**src/rtl/ship_rocket_if.sv**
```systemverilog
// Rocket bus between the ship/controller side, the rocket generator and the alien array.
// Carries the game inputs to the rocket block and the rocket position/score back out.
interface ship_rocket_if #(
    parameter int N_ALIENS = 8,
    parameter int SCORE_W  = 8
);
    logic                playing;
    logic                fire;
    logic [9:0]          shipX;
    logic [8:0]          shipY;
    logic [N_ALIENS-1:0] alienhits;

    logic                shiprocket;
    logic [9:0]          shiprocketX;
    logic [8:0]          shiprocketY;
    logic                hitpulse;
    logic [SCORE_W-1:0]  score;

    modport master (
        input  playing, fire, shipX, shipY, alienhits,
        output shiprocket, shiprocketX, shiprocketY, hitpulse, score
    );

    modport slave (
        output playing, fire, shipX, shipY, alienhits,
        input  shiprocket, shiprocketX, shiprocketY, hitpulse, score
    );
endinterface

```
**src/rtl/ship_rocket.sv**
```systemverilog
// Player rocket: launches on a fire edge, climbs SPEED px/clock, retires on a new alien hit or at TOP.
// Launch shows one clock after the registered fire edge, retire one clock after a hit; no backpressure.
module ship_rocket #(
    parameter int N_ALIENS = 8,
    parameter int SPEED    = 4,
    parameter int SHIP_H   = 16,
    parameter int TOP      = 8,
    parameter int COOLDOWN = 15,
    parameter int SCORE_W  = 8
) (
    input  logic          clk,
    input  logic          reset,
    ship_rocket_if.master bus
);
    localparam int               CNT_W      = (COOLDOWN > 1) ? $clog2(COOLDOWN) : 1;
    localparam logic [CNT_W-1:0] COOL_LOAD  = CNT_W'(COOLDOWN - 1);
    localparam logic [8:0]       LAUNCH_MIN = 9'(SHIP_H + TOP);
    localparam logic [8:0]       LAUNCH_OFS = 9'(SHIP_H);
    localparam logic [8:0]       TOP_LIMIT  = 9'(TOP + SPEED);
    localparam logic [8:0]       STEP       = 9'(SPEED);
    localparam logic [9:0]       PARK_X     = 10'd1023;
    localparam logic [8:0]       PARK_Y     = 9'd511;
    localparam int               SUM_W      = SCORE_W + $clog2(N_ALIENS + 1);
    localparam logic [SCORE_W-1:0] SCORE_MAX = '1;

    typedef enum logic [1:0] {
        IDLE,
        FLYING,
        COOLD
    } state_t;

    state_t              state;
    logic                fire_q;
    logic                fire_rise;
    logic                playing_q;
    logic [N_ALIENS-1:0] hits_q;
    logic [N_ALIENS-1:0] new_hits;
    logic [CNT_W-1:0]    cool_cnt;
    logic [SUM_W-1:0]    hit_count;
    logic [SUM_W-1:0]    score_sum;
    logic [SCORE_W-1:0]  score_next;

    assign new_hits = bus.alienhits & ~hits_q;

    always_comb begin
        hit_count = '0;
        for (int i = 0; i < N_ALIENS; i++) begin
            hit_count = hit_count + SUM_W'(new_hits[i]);
        end
    end

    assign score_sum  = SUM_W'(bus.score) + hit_count;
    assign score_next = (score_sum > SUM_W'(SCORE_MAX)) ? SCORE_MAX : score_sum[SCORE_W-1:0];

    // The fire edge is registered, so a launch lands one clock after the edge is seen.
    always_ff @(posedge clk or posedge reset) begin
        if (reset) begin
            state           <= IDLE;
            fire_q          <= 1'b0;
            fire_rise       <= 1'b0;
            playing_q       <= 1'b0;
            hits_q          <= '0;
            cool_cnt        <= '0;
            bus.shiprocket  <= 1'b0;
            bus.shiprocketX <= PARK_X;
            bus.shiprocketY <= PARK_Y;
            bus.hitpulse    <= 1'b0;
            bus.score       <= '0;
        end else begin
            fire_q       <= bus.fire;
            fire_rise    <= bus.fire & ~fire_q;
            playing_q    <= bus.playing;
            bus.hitpulse <= 1'b0;

            if (!bus.playing) begin
                state           <= IDLE;
                hits_q          <= '0;
                cool_cnt        <= '0;
                bus.shiprocket  <= 1'b0;
                bus.shiprocketX <= PARK_X;
                bus.shiprocketY <= PARK_Y;
            end else begin
                hits_q <= bus.alienhits;
                if (!playing_q) begin
                    bus.score <= '0;
                end

                case (state)
                    IDLE: begin
                        if (fire_rise && bus.shipY >= LAUNCH_MIN) begin
                            state           <= FLYING;
                            bus.shiprocket  <= 1'b1;
                            bus.shiprocketX <= bus.shipX;
                            bus.shiprocketY <= bus.shipY - LAUNCH_OFS;
                        end
                    end

                    FLYING: begin
                        if (|new_hits) begin
                            state           <= COOLD;
                            cool_cnt        <= COOL_LOAD;
                            bus.shiprocket  <= 1'b0;
                            bus.shiprocketX <= PARK_X;
                            bus.shiprocketY <= PARK_Y;
                            bus.hitpulse    <= 1'b1;
                            bus.score       <= score_next;
                        end else if (bus.shiprocketY < TOP_LIMIT) begin
                            state           <= COOLD;
                            cool_cnt        <= COOL_LOAD;
                            bus.shiprocket  <= 1'b0;
                            bus.shiprocketX <= PARK_X;
                            bus.shiprocketY <= PARK_Y;
                        end else begin
                            bus.shiprocketY <= bus.shiprocketY - STEP;
                        end
                    end

                    COOLD: begin
                        if (cool_cnt == '0) begin
                            state <= IDLE;
                        end else begin
                            cool_cnt <= cool_cnt - CNT_W'(1);
                        end
                    end

                    default: begin
                        state <= IDLE;
                    end
                endcase
            end
        end
    end
endmodule

```
**src/flat_wrapper.sv**
```systemverilog
// flat-port wrapper written by rule: the top's interface ports become plain ports
module ship_rocket_flat 
#(
    parameter int N_ALIENS = 8,
    parameter int SPEED    = 4,
    parameter int SHIP_H   = 16,
    parameter int TOP      = 8,
    parameter int COOLDOWN = 15,
    parameter int SCORE_W  = 8
)
  (clk, reset, bus_playing, bus_fire, bus_shipX, bus_shipY, bus_alienhits, bus_shiprocket, bus_shiprocketX, bus_shiprocketY, bus_hitpulse, bus_score);
  ship_rocket_if #(.N_ALIENS(N_ALIENS), .SCORE_W(SCORE_W)) bus_i ();
  input  logic clk;
  input  logic reset;
  input wire logic [$bits(bus_i.playing)-1:0] bus_playing;
  input wire logic [$bits(bus_i.fire)-1:0] bus_fire;
  input wire logic [$bits(bus_i.shipX)-1:0] bus_shipX;
  input wire logic [$bits(bus_i.shipY)-1:0] bus_shipY;
  input wire logic [$bits(bus_i.alienhits)-1:0] bus_alienhits;
  output wire logic [$bits(bus_i.shiprocket)-1:0] bus_shiprocket;
  output wire logic [$bits(bus_i.shiprocketX)-1:0] bus_shiprocketX;
  output wire logic [$bits(bus_i.shiprocketY)-1:0] bus_shiprocketY;
  output wire logic [$bits(bus_i.hitpulse)-1:0] bus_hitpulse;
  output wire logic [$bits(bus_i.score)-1:0] bus_score;
  assign bus_i.playing = bus_playing;
  assign bus_i.fire = bus_fire;
  assign bus_i.shipX = bus_shipX;
  assign bus_i.shipY = bus_shipY;
  assign bus_i.alienhits = bus_alienhits;
  assign bus_shiprocket = bus_i.shiprocket;
  assign bus_shiprocketX = bus_i.shiprocketX;
  assign bus_shiprocketY = bus_i.shiprocketY;
  assign bus_hitpulse = bus_i.hitpulse;
  assign bus_score = bus_i.score;
  ship_rocket #(.N_ALIENS(N_ALIENS), .SPEED(SPEED), .SHIP_H(SHIP_H), .TOP(TOP), .COOLDOWN(COOLDOWN), .SCORE_W(SCORE_W)) u_core (.clk(clk), .reset(reset), .bus(bus_i));
endmodule
```
**config.mk**
```make
export PLATFORM = sky130hd
export DESIGN_NAME = ship_rocket_flat
export DESIGN_NICKNAME = d
export VERILOG_FILES = /design/src/rtl/ship_rocket_if.sv /design/src/rtl/ship_rocket.sv /design/src/flat_wrapper.sv
export SDC_FILE = /design/constraint.sdc
export NUM_CORES = 1
export LEC_CHECK = 0
export CORE_ASPECT_RATIO = 0.5
export CORE_MARGIN = 2
export CORE_UTILIZATION = 30
export CTS_CLUSTER_DIAMETER = 120
export DETAILED_ROUTE_END_ITERATION = 16
export PLACE_DENSITY_LB_ADDON = 0.12
export SLEW_MARGIN = 20
export SYNTH_ARGS = -nofsm -noshare
export SYNTH_HDL_FRONTEND = slang
export SYNTH_SLANG_ARGS = --single-unit
```
**constraint.sdc**
```tcl
create_clock -name clk -period 3.8 [get_ports clk]
set_clock_uncertainty 0.2 [all_clocks]
set_input_delay 0.95 -clock clk [delete_from_list [all_inputs] [get_ports clk]]
set_output_delay 0.95 -clock clk [all_outputs]
set_load 0.05 [all_outputs]
```
# Word level (Yosys, flattened, before mapping)
# Cells that the tools add are included.
# W data, S select, Z words.
[totals] register_bits=46 in_bits=31 out_inout_bits=29 elab_cells=79
[classes] n_addsub=11 n_lt_le_gt_ge=3 eq_ne=8 muxes=34 bitwise=4 n_reduce_logical=8
[ops] operator="$add A12 B1 Y12" n=6
[ops] operator="$mux W10" n=4
[ops] operator="$mux W8" n=5
[ops] operator="$mux W9" n=4
[ops] operator="$pmux W10 S2" n=1
[ops] operator="$pmux W9 S2" n=1
[ops] operator="$mux W4" n=4
[ops] operator="$add A8 B12 Y12" n=1
[ops] operator="$gt A12 B8 Y1 const B" n=1
[ops] operator="$mux W2" n=5
[ops] operator="$ge A9 B5 Y1 const B" n=1
[ops] operator="$lt A9 B4 Y1 const B" n=1
[ops] operator="$reduce_and A3 Y1" n=3
[ops] operator="$sub A9 B3 Y9 const B" n=1
[ops] operator="$sub A9 B5 Y9 const B" n=1
[ops] operator="$and A8 B8 Y8" n=1
[ops] operator="$not A8 Y8" n=1
[ops] operator="$pmux W4 S2" n=1
[ops] operator="$reduce_or A8 Y1" n=1
[ops] operator="$mux W1" n=7
[ops] operator="$ne A3 B1 Y1 const B" n=2
[ops] operator="$ne A3 B2 Y1 const B" n=2
[ops] operator="$pmux W2 S3" n=1
[ops] operator="$logic_not A4 Y1" n=1
[ops] operator="12 further kinds" n=12

# Depth between registers and ports, before layout
# Gate-level depths: netlist of run 1.
[logic_depth] word_depth=14 depth_mapped=15 ltp_nobuf=15

# Worst setup path after synthesis of run 1
# No wires, ideal clock.
[synth_path] path_kind="input-to-reg" startpoint="input port bus_alienhits[0]" endpoint="register u_core.bus.score[5]" setup_ns=0.124 arrival_ns=4.131 required_ns=3.476 slack_ns=-0.654 path_stages=14 path_buffers=0 path_cell_list="nor2b_1 ha_1 inv_1 fa_1 fa_1 fa_1 inv_1 ha_1 fa_1 nand3_1 a21boi_0 o2111a_1 and4b_1 nor3_1"
[synth_via] elab_chain_cells=13 word_cells_on_any_way=14 cone_classes="8 x add/sub; 1 x order compare; 3 x mux; 1 x bitwise; 1 x reduce/logical"
[synth_lines] item="from (decl)" line="flat_wrapper.sv:19" text="input wire logic [$bits(bus_i.alienhits)-1:0] bus_alienhits;"
[synth_lines] item="$and A8 B8 Y8 (*)" line="ship_rocket.sv:43" text="assign new_hits = bus.alienhits & ~hits_q;"
[synth_lines] item="$add A1 B1 Y2" line="ship_rocket.sv:48" text="hit_count = hit_count + SUM_W'(new_hits[i]);"
[synth_lines] item="$add A12 B1 Y12 (6 in a row)" line="ship_rocket.sv:48"
[synth_lines] item="$add A8 B12 Y12" line="ship_rocket.sv:52" text="assign score_sum = SUM_W'(bus.score) + hit_count;"
[synth_lines] item="$gt A12 B8 Y1" line="ship_rocket.sv:53" text="assign score_next = (score_sum > SUM_W'(SCORE_MAX)) ? SCORE_MAX : score_sum[SCORE_W-1:0];"
[synth_lines] item="$mux W8" line="ship_rocket.sv:53"
[synth_lines] item="$mux W8 (*)" line="ship_rocket.sv:99" text="if (|new_hits) begin"
[synth_lines] item="$mux W8 (*)" line="ship_rocket.sv:88" text="case (state)"
[synth_lines] item="to (signal assigned)" line="ship_rocket.sv:106" text="bus.score <= score_next;"
[synth_lines] item="to (decl)" line="ship_rocket_if.sv:21" text="output shiprocket, shiprocketX, shiprocketY, hitpulse, score"
# Every way passes the cells marked *; elsewhere a longest branch is shown, timed or not.
# A chain may end at the register's enable or synchronous reset.

# Worst setup path after layout of run 1
# Ends and elaborated chain as after synthesis.

==> impl_metrics.env, run 1 <==
export IMPL_ys_warnings_count=0
export IMPL_cp_common_cell="fa_1"
export IMPL_yosys_most_used_dff="dfrtp_1"
export IMPL_syn_cell_area_um2=2640
export IMPL_crit_path_cell_trace="buf_6 > nor2b_4 > ha_4 > inv_2 > fa_1 > fa_1 > fa_1 > inv_1 > ha_2 > fa_2 > nand3_2 > a21boi_2 > o2111a_2 > and4b_1 > nor3_2"
export IMPL_grt_usage_pct=13.9
export IMPL_n_antenna_cell=0
export IMPL_initial_core_util_pct=30.7
export IMPL_max_slew_margin_pct=45.4
export IMPL_overflow=0
export IMPL_critical_path_top_delay_family="adder cells"
export IMPL_wl_per_cell_um=14.6
export IMPL_synth_avg_cell_area_um2=10.5
export IMPL_reg2reg_depth=15
export IMPL_required_ns=3.77
export IMPL_clockBufferDepth=2
export IMPL_fmax_ghz=0.237
export IMPL_worst_path_stages=15
export IMPL_reg2reg_slack_ns=-0.02
export IMPL_areaGrowthSynthToFinish_pct=45.7
export IMPL_worstSetupEndpoint="u_core.bus.score[5]"
export IMPL_syn_inst=251
export IMPL_core_um2=8620
export IMPL_crit_path_max_fanout=6
export IMPL_num_nets_final=394
export IMPL_crit_buf_inv=3
export IMPL_final_hold_viol_count=0
export IMPL_wl_um=6730
export IMPL_crit_slowest_cell="fa_1"
export IMPL_place_ws_ns=-1.14
export IMPL_rr_endpoint="u_core.bus.score[5]"
export IMPL_r2r_start="u_core.hits_q[1]"
export IMPL_drive_gt1_share_pct=25.7
export IMPL_cp_arrival_ns=4.19
export IMPL_drt_iter0_markers=94
export IMPL_critical_path_class="in -> reg"
export IMPL_ys_seq_area_share_pct=44.5
export IMPL_outcome="complete, but fails checks"
export IMPL_finalSetupViolCount=8
export IMPL_synthTopCellsByArea="dfrtp_1, dfstp_2, ha_1"
export IMPL_clkSlewWorstSetupHoldPaths_ns=0.07
export IMPL_yosys_area_top_type_share_pct=25.6
export IMPL_tightest_slew_ns=0.818
export IMPL_synthArstFlopShare_pct=100
export IMPL_fp_dieW_um=137
export IMPL_gp_congestion=0.771
export IMPL_ir_drop_v=0.000271
export IMPL_min_period_ns=4.21
export IMPL_synth_cell_types=53
export IMPL_power_leakage_nw=1.64
export IMPL_rsz0062_at_grt="yes"
export IMPL_hold_class="reg -> reg"
export IMPL_antenna_found_initial=0
export IMPL_dr_total_vias=2254
export IMPL_drv_slew=0
export IMPL_critPathCaptureType="flip-flop"
export IMPL_syn_num_nets=303
export IMPL_critPathLaunchType="input port"
export IMPL_antenna_left=0
export IMPL_drt_first_pass_iters=4
export IMPL_cts_root_buf="clkbuf_16"
export IMPL_tritoncts="built"
export IMPL_viasPerCell=4.90
export IMPL_die_area_um2=9620
export IMPL_grt_pass1_vias=2166
export IMPL_die_h_um=70.4
export IMPL_cts_hold_buf=0
export IMPL_cts_sinks=46
export IMPL_finalPower_mw=1.50
export IMPL_violations="setup timing"
export IMPL_grt_max_degree=47
export IMPL_yosys_area_top_type="dfrtp_1"
export IMPL_numCtsBuffers=5
export IMPL_post_route_period_util_pct=111
export IMPL_grt_pass1_wl_um=10600
export IMPL_synth_seq_cells=46
export IMPL_fin_ws_ns=-0.413
export IMPL_synth_common_cells="dfrtp_1, inv_1, dfstp_2"
export IMPL_n_fill_cell=789
export IMPL_yosysMostFrequentCell="dfrtp_1"
export IMPL_startpoint="bus_alienhits[0]"
export IMPL_clock_latency_ns=0.28
export IMPL_rows=24
export IMPL_htreeDepth=2
export IMPL_remaining_drc_errors=0
export IMPL_ios=60
export IMPL_cap_viol_max_count=0
export IMPL_final_util_pct=44.7
export IMPL_slowest_delay_ns=0.49
export IMPL_io_buffers=59
export IMPL_p_per_area_nw_per_um2=388
export IMPL_synth_edff_count=0
export IMPL_place_hpwl_um=4510
==> layout by cell type, fill, tap and decap left out, types with 7 or more instances in the layout <==
cell type / Yosys / layout
buf_4: 0 / 31
ha_1: 17 / 14
o21ai_1: 2 / 9
and2_1: 11 / 11
o21ai_0: 17 / 10
dfstp_2: 19 / 19
a21oi_1: 8 / 8
nand2b_1: 10 / 9
o22a_1: 16 / 16
clkbuf_16: 0 / 7
dfrtp_1: 27 / 27
nor2_1: 10 / 10
nand2_1: 15 / 15
clkdlybuf4s50_1: 0 / 55
inv_1: 21 / 18
==> kinds of logic (layout without fill, tap and decap cells) <==
kind of cell	count (synthesis)	count (layout)	synth area share, %
mux	1	1	0.379
compound gates	72	73	20.0
fa+ha+maj	21	21	11.1
xor+xnor	5	5	1.66
simple gates	75	76	16.7
flops	46	46	44.5
buf+inv	31	121	5.73
==> report_power, final <==
| group | leakage, nW | total [mW] | internal, mW | switching [mW] |
|---|---|---|---|---|
| Combinational | 1.00 | 0.449 | 0.202 | 0.247 |
| Sequential | 0.556 | 0.565 | 0.534 | 0.0307 |
| Clock | 0.0785 | 0.481 | 0.284 | 0.197 |
==> worst register-to-register path, delay by kind of cell (launching register included) <==
kind,cells,cell delay [ns]
buf+inv,3,0.11
compound gates,2,0.36
fa+ha+maj,6,2.17
simple gates,4,0.54
flops,1,0.33
==> per-stage QoR <==
step	cells	area (um2)	setup TNS, ns	hold slack [ns]
floorplan	251	2670	-3.67	0.178
global placement	427	3410	-8.21	0.188
detailed placement	427	3410	-8.64	0.189
CTS	455	3750	-9.82	0.198
global route	460	3850	-3.39	0.216
finish	460	3850	-2.50	0.193
==> timing repair <==
item / 4_1_cts / 5_1_grt
buffers inserted: 20 / 6
resized for setup: 20 / 9
gates cloned: 0 / 3
endpoints found under the setup margin: 8 / 35
pin swaps: 10 / 15
==> flip-flops by register name (all words and copies together) (netlist names), 2 cells and up <==
| signal | cells |
|---|---|
| u_core.bus.shiprocketX | 10 |
| u_core.bus.score | 8 |
| u_core.bus.shiprocketY | 9 |
| u_core.state | 2 |
| u_core.cool_cnt | 4 |
| u_core.hits_q | 8 |
==> worst min-delay path by stage <==
stage                             endpoint  cells past startpoint  slack (ns)           from
after floorplan           u_core.fire_rise                      1        0.18  u_core.fire_q
after global placement    u_core.fire_rise                      1        0.19  u_core.fire_q
after detailed placement  u_core.fire_rise                      1        0.19  u_core.fire_q
after CTS                 u_core.fire_rise                      1        0.20  u_core.fire_q
after global routing      u_core.fire_rise                      1        0.22  u_core.fire_q
final                     u_core.fire_rise                      1        0.19  u_core.fire_q
==> routing by layer <==
metal / part of all wire [%] / vias up / wire length [um] / GRT usage, %
met5: 0 / - / 0 / 0
met4: 0.48 / 0 / 32 / 2.78
met3: 4.6 / 2 / 308 / 3.63
met2: 44 / 49 / 2980 / 21.2
met1: 51 / 1104 / 3410 / 19.7
li1: - / 1099 / - / -
==> cell type report <==
class / count / area (um2) / area share [%]
multi-input combinational: 176 / 1420 / 36.8
inverter: 21 / 80.1 / 2.08
sequential: 46 / 1170 / 30.5
tap: 117 / 146 / 3.80
clock buffer: 6 / 150 / 3.90
timing repair buffer: 92 / 868 / 22.6
clock inverter: 2 / 13.8 / 0.357
No activity file was read; power rests on OpenSTA's default activity.
==> run 2, diff against run 1 <==
--- a/config.mk
+++ b/config.mk
@@ -10,7 +10,9 @@
 export CORE_UTILIZATION = 30
 export CTS_CLUSTER_DIAMETER = 120
 export DETAILED_ROUTE_END_ITERATION = 16
+export HOLD_SLACK_MARGIN = 0.08
 export PLACE_DENSITY_LB_ADDON = 0.12
+export RECOVER_POWER = 50
 export SLEW_MARGIN = 20
 export SYNTH_ARGS = -nofsm -noshare
 export SYNTH_HDL_FRONTEND = slang
==> run 2 against run 1 <==
  * The flow finishes with violations (capacitance limit, slew limit, setup timing)
  * Routed wire length about the same
  * First-iteration DRC count increased by 1.1%
  * Critical path type unchanged
  * Highest routed layer unchanged
  * Sequential power about the same
  * Largest power group unchanged
==> impl_metrics.env, run 2 (synthesis gave the netlist of run 1 again) <==
export IMPL_reg2reg_depth=15
export IMPL_layout_commonest_cell="clkdlybuf4s50_1"
export IMPL_grt_busiest_layer="met2"
export IMPL_die_area_um2=9620
export IMPL_reg_top3="u_core.bus.shiprocketX (10), u_core.bus.shiprocketY (9)"
export IMPL_critical_path_class="in -> reg"
export IMPL_met2_usage_pct=21.2
export IMPL_met3_usage_pct=3.63
export IMPL_hp_start="u_core.fire_q"
export IMPL_rows=24
export IMPL_numCtsBuffers=5
export IMPL_fin_ws_ns=-0.412
export IMPL_outcome="complete, but fails checks"
export IMPL_r2r_start="u_core.hits_q[1]"
export IMPL_tritoncts="built"
export IMPL_die_h_um=70.4
export IMPL_cp_arrival_ns=4.18
export IMPL_critPathLaunchType="input port"
export IMPL_remaining_drc_errors=0
export IMPL_final_hold_viol_count=0
export IMPL_p_per_area_nw_per_um2=388
export IMPL_core_um2=8620
export IMPL_grt_usage_pct=13.9
export IMPL_clockBufferDepth=2
export IMPL_clkSlewWorstSetupHoldPaths_ns=0.07
export IMPL_dr_total_vias=2242
export IMPL_drive_gt1_share_pct=25.7
export IMPL_largest_reg_flops=10
export IMPL_fmax_ghz=0.237
export IMPL_areaGrowthSynthToFinish_pct=45.7
export IMPL_drv_slew=47
export IMPL_met1_usage_pct=19.7
export IMPL_place_hpwl_um=4510
export IMPL_rr_endpoint="u_core.bus.score[5]"
export IMPL_num_nets_final=394
export IMPL_placed_area_um2=3410
export IMPL_mostFrequentLayoutCells="clkdlybuf4s50_1, buf_4, dfrtp_1, dfstp_2, inv_1"
export IMPL_viasPerCell=4.87
export IMPL_ios=60
export IMPL_max_flop_register="u_core.bus.shiprocketX"
export IMPL_min_period_ns=4.21
export IMPL_required_ns=3.77
export IMPL_n_fill_cell=789
export IMPL_grt_pass1_vias=2166
export IMPL_grt_pass1_wl_um=10600
export IMPL_gp_congestion=0.771
export IMPL_post_route_cell_area_um2=3850
export IMPL_overflow=0
export IMPL_cts_sinks=46
export IMPL_drt_first_pass_iters=4
export IMPL_wl_um=6730
export IMPL_cts_root_buf="clkbuf_16"
export IMPL_cts_hold_buf=0
export IMPL_htreeDepth=2
export IMPL_ir_drop_v=0.000271
export IMPL_hold_class="reg -> reg"
export IMPL_hold_worst_slack_ns=0.194
export IMPL_post_route_period_util_pct=111
export IMPL_hold_depth=1
export IMPL_tightest_slew_ns=2.08
export IMPL_reg2reg_slack_ns=-0.02
export IMPL_holdPathEnd="u_core.fire_rise"
export IMPL_fp_dieW_um=137
export IMPL_antenna_left=0
export IMPL_violations="capacitance limit, slew limit, setup timing"
export IMPL_crit_path_max_fanout=6
export IMPL_antenna_found_initial=0
export IMPL_power_leakage_nw=1.63
export IMPL_initial_core_util_pct=30.7
export IMPL_cap_viol_max_count=1
export IMPL_finalSetupViolCount=8
export IMPL_io_buffers=59
export IMPL_grt_max_degree=47
export IMPL_critPathCaptureType="flip-flop"
export IMPL_wl_per_cell_um=14.6
export IMPL_max_slew_margin_pct=-39.3
export IMPL_drt_iter0_markers=95
export IMPL_n_antenna_cell=0
export IMPL_clock_latency_ns=0.29
export IMPL_rsz0062_at_grt="yes"
==> run 2: cell types whose count changed in the layout (fill, tap and decap cells not counted), sizes merged <==
cell and change:
clkinvlp +1, dlygate4sd3 +3, clkinv -1, clkdlybuf4s50 -3
==> run 2: worst max-delay path: stages <==
cell	delay [ns]
buf_6	0.09
nor2b_4	0.12
ha_4	0.25
inv_2	0.03
fa_1	0.49
fa_1	0.43
fa_1	0.49
inv_1	0.04
ha_2	0.17
fa_2	0.34
nand3_2	0.09
a21boi_2	0.06
o2111a_2	0.30
and4b_1	0.28
nor3_2	0.05
==> run 2: metal layers <==
layer,wire [um],vias to the layer above
li1,-,1096
met1,3380,1091
met2,2990,53
met3,331,2
met4,32,0
met5,0,-
==> run 2: per-stage QoR <==
stage	setup WS, ns	cells	total power, mW	util (%)	TNS (ns)
finish	-0.412	460	1.49	44.7	-2.50
global route	-0.494	460	1.60	44.7	-3.39
CTS	-0.555	455	1.50	43.5	-9.82
detailed placement	-1.14	427	0.979	39.5	-8.64
global placement	-1.09	427	0.978	39.5	-8.21
floorplan	-0.535	251	0.837	-	-3.67
==> run 2: worst max-delay path by stage <==
stage	from	slack [ns]	end	depth (start not counted)
after floorplan	bus_alienhits[0]	-0.54	u_core.bus.score[5]	14
after global placement	bus_alienhits[0]	-1.09	u_core.bus.score[5]	15
after detailed placement	bus_alienhits[0]	-1.14	u_core.bus.score[1]	15
after CTS	bus_alienhits[0]	-0.55	u_core.bus.score[5]	15
after global routing	bus_alienhits[0]	-0.49	u_core.bus.score[5]	15
final	bus_alienhits[0]	-0.41	u_core.bus.score[5]	15
==> run 2: cell type report <==
type                            count  area [um2]  share of cell area [%]
Clock buffer                        6         150                    3.90
Clock inverter                      2        13.8                   0.357
Inverter                           21        80.1                    2.08
Multi-Input combinational cell    176        1420                    36.8
Sequential cell                    46        1170                    30.5
Tap cell                          117         146                    3.80
Timing Repair Buffer               92         868                    22.6
==> run 2: power breakdown <==
part	switching [mW]	internal, mW	total [mW]
Sequential	0.0307	0.535	0.565
Combinational	0.247	0.201	0.448
Clock	0.197	0.284	0.481
==> run 2: timing repair <==
| item | in CTS | in global routing |
|---|---|---|
| buffers inserted | 20 | 6 |
| cloned | 0 | 3 |
| resized for setup | 20 | 9 |
| pin swaps | 10 | 15 |
| setup endpoints to repair | 8 | 35 |
==> run 3, diff against run 2 <==
==> constraint.sdc (replaced) <==
create_clock -name clk -period 4.58 [get_ports clk]
set_clock_uncertainty 0.2 [all_clocks]
set_input_delay 1.145 -clock clk [delete_from_list [all_inputs] [get_ports clk]]
set_output_delay 1.145 -clock clk [all_outputs]
set_load 0.05 [all_outputs]
==> run 3 against run 2 <==
  * The run ends with capacitance limit, slew limit left
  * Count of clock-buffer cells in the layout did not move
  * Critical path depth rose by 10
  * Routed wire length fell by 2.2%
  * Cell count fell by 0.87%
  * Global-route usage rose by 0.54 points
  * Sequential share of layout area rose by 0.45 points
  * Non-clock buffer count fell by 2
  * Register-to-register slack improved by 0.64 ns
  * Die area did not move
  * Core utilization fell by 0.65 points
  * Sequential power fell by 17%
  * Largest power group unchanged
==> impl_metrics.env, run 3 (synthesis gave the netlist of run 1 again) <==
export IMPL_outcome="complete, but fails checks"
export IMPL_grt_max_degree=47
export IMPL_cap_viol_max_count=1
export IMPL_n_antenna_cell=0
export IMPL_htreeDepth=2
export IMPL_timing_setup_tns_ns=0
export IMPL_fp_dieW_um=137
export IMPL_gp_congestion=0.805
export IMPL_required_ns=4.57
export IMPL_crit_buf_inv=19
export IMPL_num_nets_final=390
export IMPL_largest_reg_flops=10
export IMPL_cts_sinks=46
export IMPL_critPathCaptureType="flip-flop"
export IMPL_final_hold_viol_count=0
export IMPL_post_route_period_util_pct=97.8
export IMPL_tightest_slew_ns=2.07
export IMPL_clock_latency_ns=0.29
export IMPL_worst_path_stages=25
export IMPL_finalSetupViolCount=0
export IMPL_critPathLaunchType="input port"
export IMPL_hold_depth=1
export IMPL_min_period_ns=4.48
export IMPL_wl_per_cell_um=14.4
export IMPL_power_leakage_nw=1.62
export IMPL_viasPerCell=4.84
export IMPL_cts_root_buf="clkbuf_16"
export IMPL_drv_slew=47
export IMPL_layout_commonest_cell="clkdlybuf4s50_1"
export IMPL_io_buffers=59
export IMPL_ir_drop_v=0.000221
export IMPL_antenna_left=0
export IMPL_cp_arrival_ns=4.47
export IMPL_fin_ws_ns=0.102
export IMPL_final_util_pct=44.0
export IMPL_slowest_delay_ns=0.27
export IMPL_grt_pass1_vias=2292
export IMPL_max_slew_margin_pct=-38.7
export IMPL_overflow=0
export IMPL_antenna_found_initial=1
export IMPL_p_per_area_nw_per_um2=344
export IMPL_max_flop_register="u_core.bus.shiprocketX"
export IMPL_fmax_ghz=0.223
export IMPL_clkSlewWorstSetupHoldPaths_ns=0.07
export IMPL_crit_path_max_fanout=11
export IMPL_tritoncts="built"
export IMPL_dr_total_vias=2205
export IMPL_hold_class="reg -> reg"
export IMPL_reg2reg_depth=24
export IMPL_cp_common_cell="buf_4"
export IMPL_drt_iter0_markers=59
export IMPL_die_h_um=70.4
export IMPL_die_area_um2=9620
export IMPL_core_um2=8620
export IMPL_post_route_cell_area_um2=3790
export IMPL_drt_first_pass_iters=4
export IMPL_rows=24
export IMPL_hp_start="u_core.fire_q"
export IMPL_critical_path_class="in -> reg"
export IMPL_finalPower_mw=1.30
export IMPL_violations="capacitance limit, slew limit"
export IMPL_crit_slowest_cell="o21ba_4"
export IMPL_drive_gt1_share_pct=24.8
export IMPL_placed_area_um2=3370
export IMPL_remaining_drc_errors=0
export IMPL_startpoint="bus_alienhits[1]"
export IMPL_initial_core_util_pct=30.7
export IMPL_grt_usage_pct=14.4
export IMPL_wl_um=6590
export IMPL_reg_top3="u_core.bus.shiprocketX (10), u_core.bus.shiprocketY (9)"
export IMPL_grt_pass1_wl_um=10900
export IMPL_mostFrequentLayoutCells="clkdlybuf4s50_1, buf_4, dfrtp_1, dfstp_2, inv_1"
export IMPL_critical_path_top_delay_family="buffers and inverters"
export IMPL_ios=60
export IMPL_areaGrowthSynthToFinish_pct=43.6
export IMPL_clockBufferDepth=2
export IMPL_numCtsBuffers=5
export IMPL_place_hpwl_um=4520
export IMPL_place_ws_ns=-0.672
export IMPL_r2r_start="u_core.hits_q[1]"
==> run 3: layout make-up <==
| class | instances | area, um2 |
|---|---|---|
| well taps | 117 | 146 |
| clock inverters | 2 | 38.8 |
| flip-flops and latches | 46 | 1170 |
| clock buffers | 6 | 150 |
| repair buffers | 90 | 820 |
| multi-input cells | 174 | 1380 |
| fillers | 804 | 4820 |
| inverters | 21 | 80.1 |
==> run 3: worst paths after layout <==
kind | to | slack (ns)
min in group asynchronous | u_core.hits_q[6] | 1.66
setup / recovery | u_core.bus.score[6] | 0.10
hold reg to reg | u_core.fire_rise | 0.19
hold / removal | u_core.fire_rise | 0.19
max in group asynchronous | u_core.cool_cnt[0] | 1.58
setup reg to reg | u_core.bus.score[6] | 0.62
==> run 3: power breakdown <==
part | total, mW | switching, mW | internal, mW
logic | 0.382 | 0.209 | 0.173
registers | 0.470 | 0.0264 | 0.444
clock network | 0.452 | 0.160 | 0.292
==> run 3: layer usage <==
metal	up-vias	track usage, %	part of all wire, %
met5	-	0	0.17
met4	2	3.36	0.70
met3	8	4.07	5.1
met2	54	22.9	45
met1	1065	19.4	49
li1	1076	-	-
==> run 3: through the flow <==
step	hold WS, ns	std cells
after global routing	0.220	456
after global placement	0.187	425
after CTS	0.199	452
final	0.193	456
after detailed placement	0.190	425
after floorplan	0.178	251
==> run 3: timing repair <==
| action | in CTS | in global routing |
|---|---|---|
| hold buffers | 0 | 0 |
| resized for setup | 25 | 2 |
| pin swaps | 8 | 5 |
| setup endpoints to repair | 8 | 22 |
| buffers inserted | 19 | 4 |
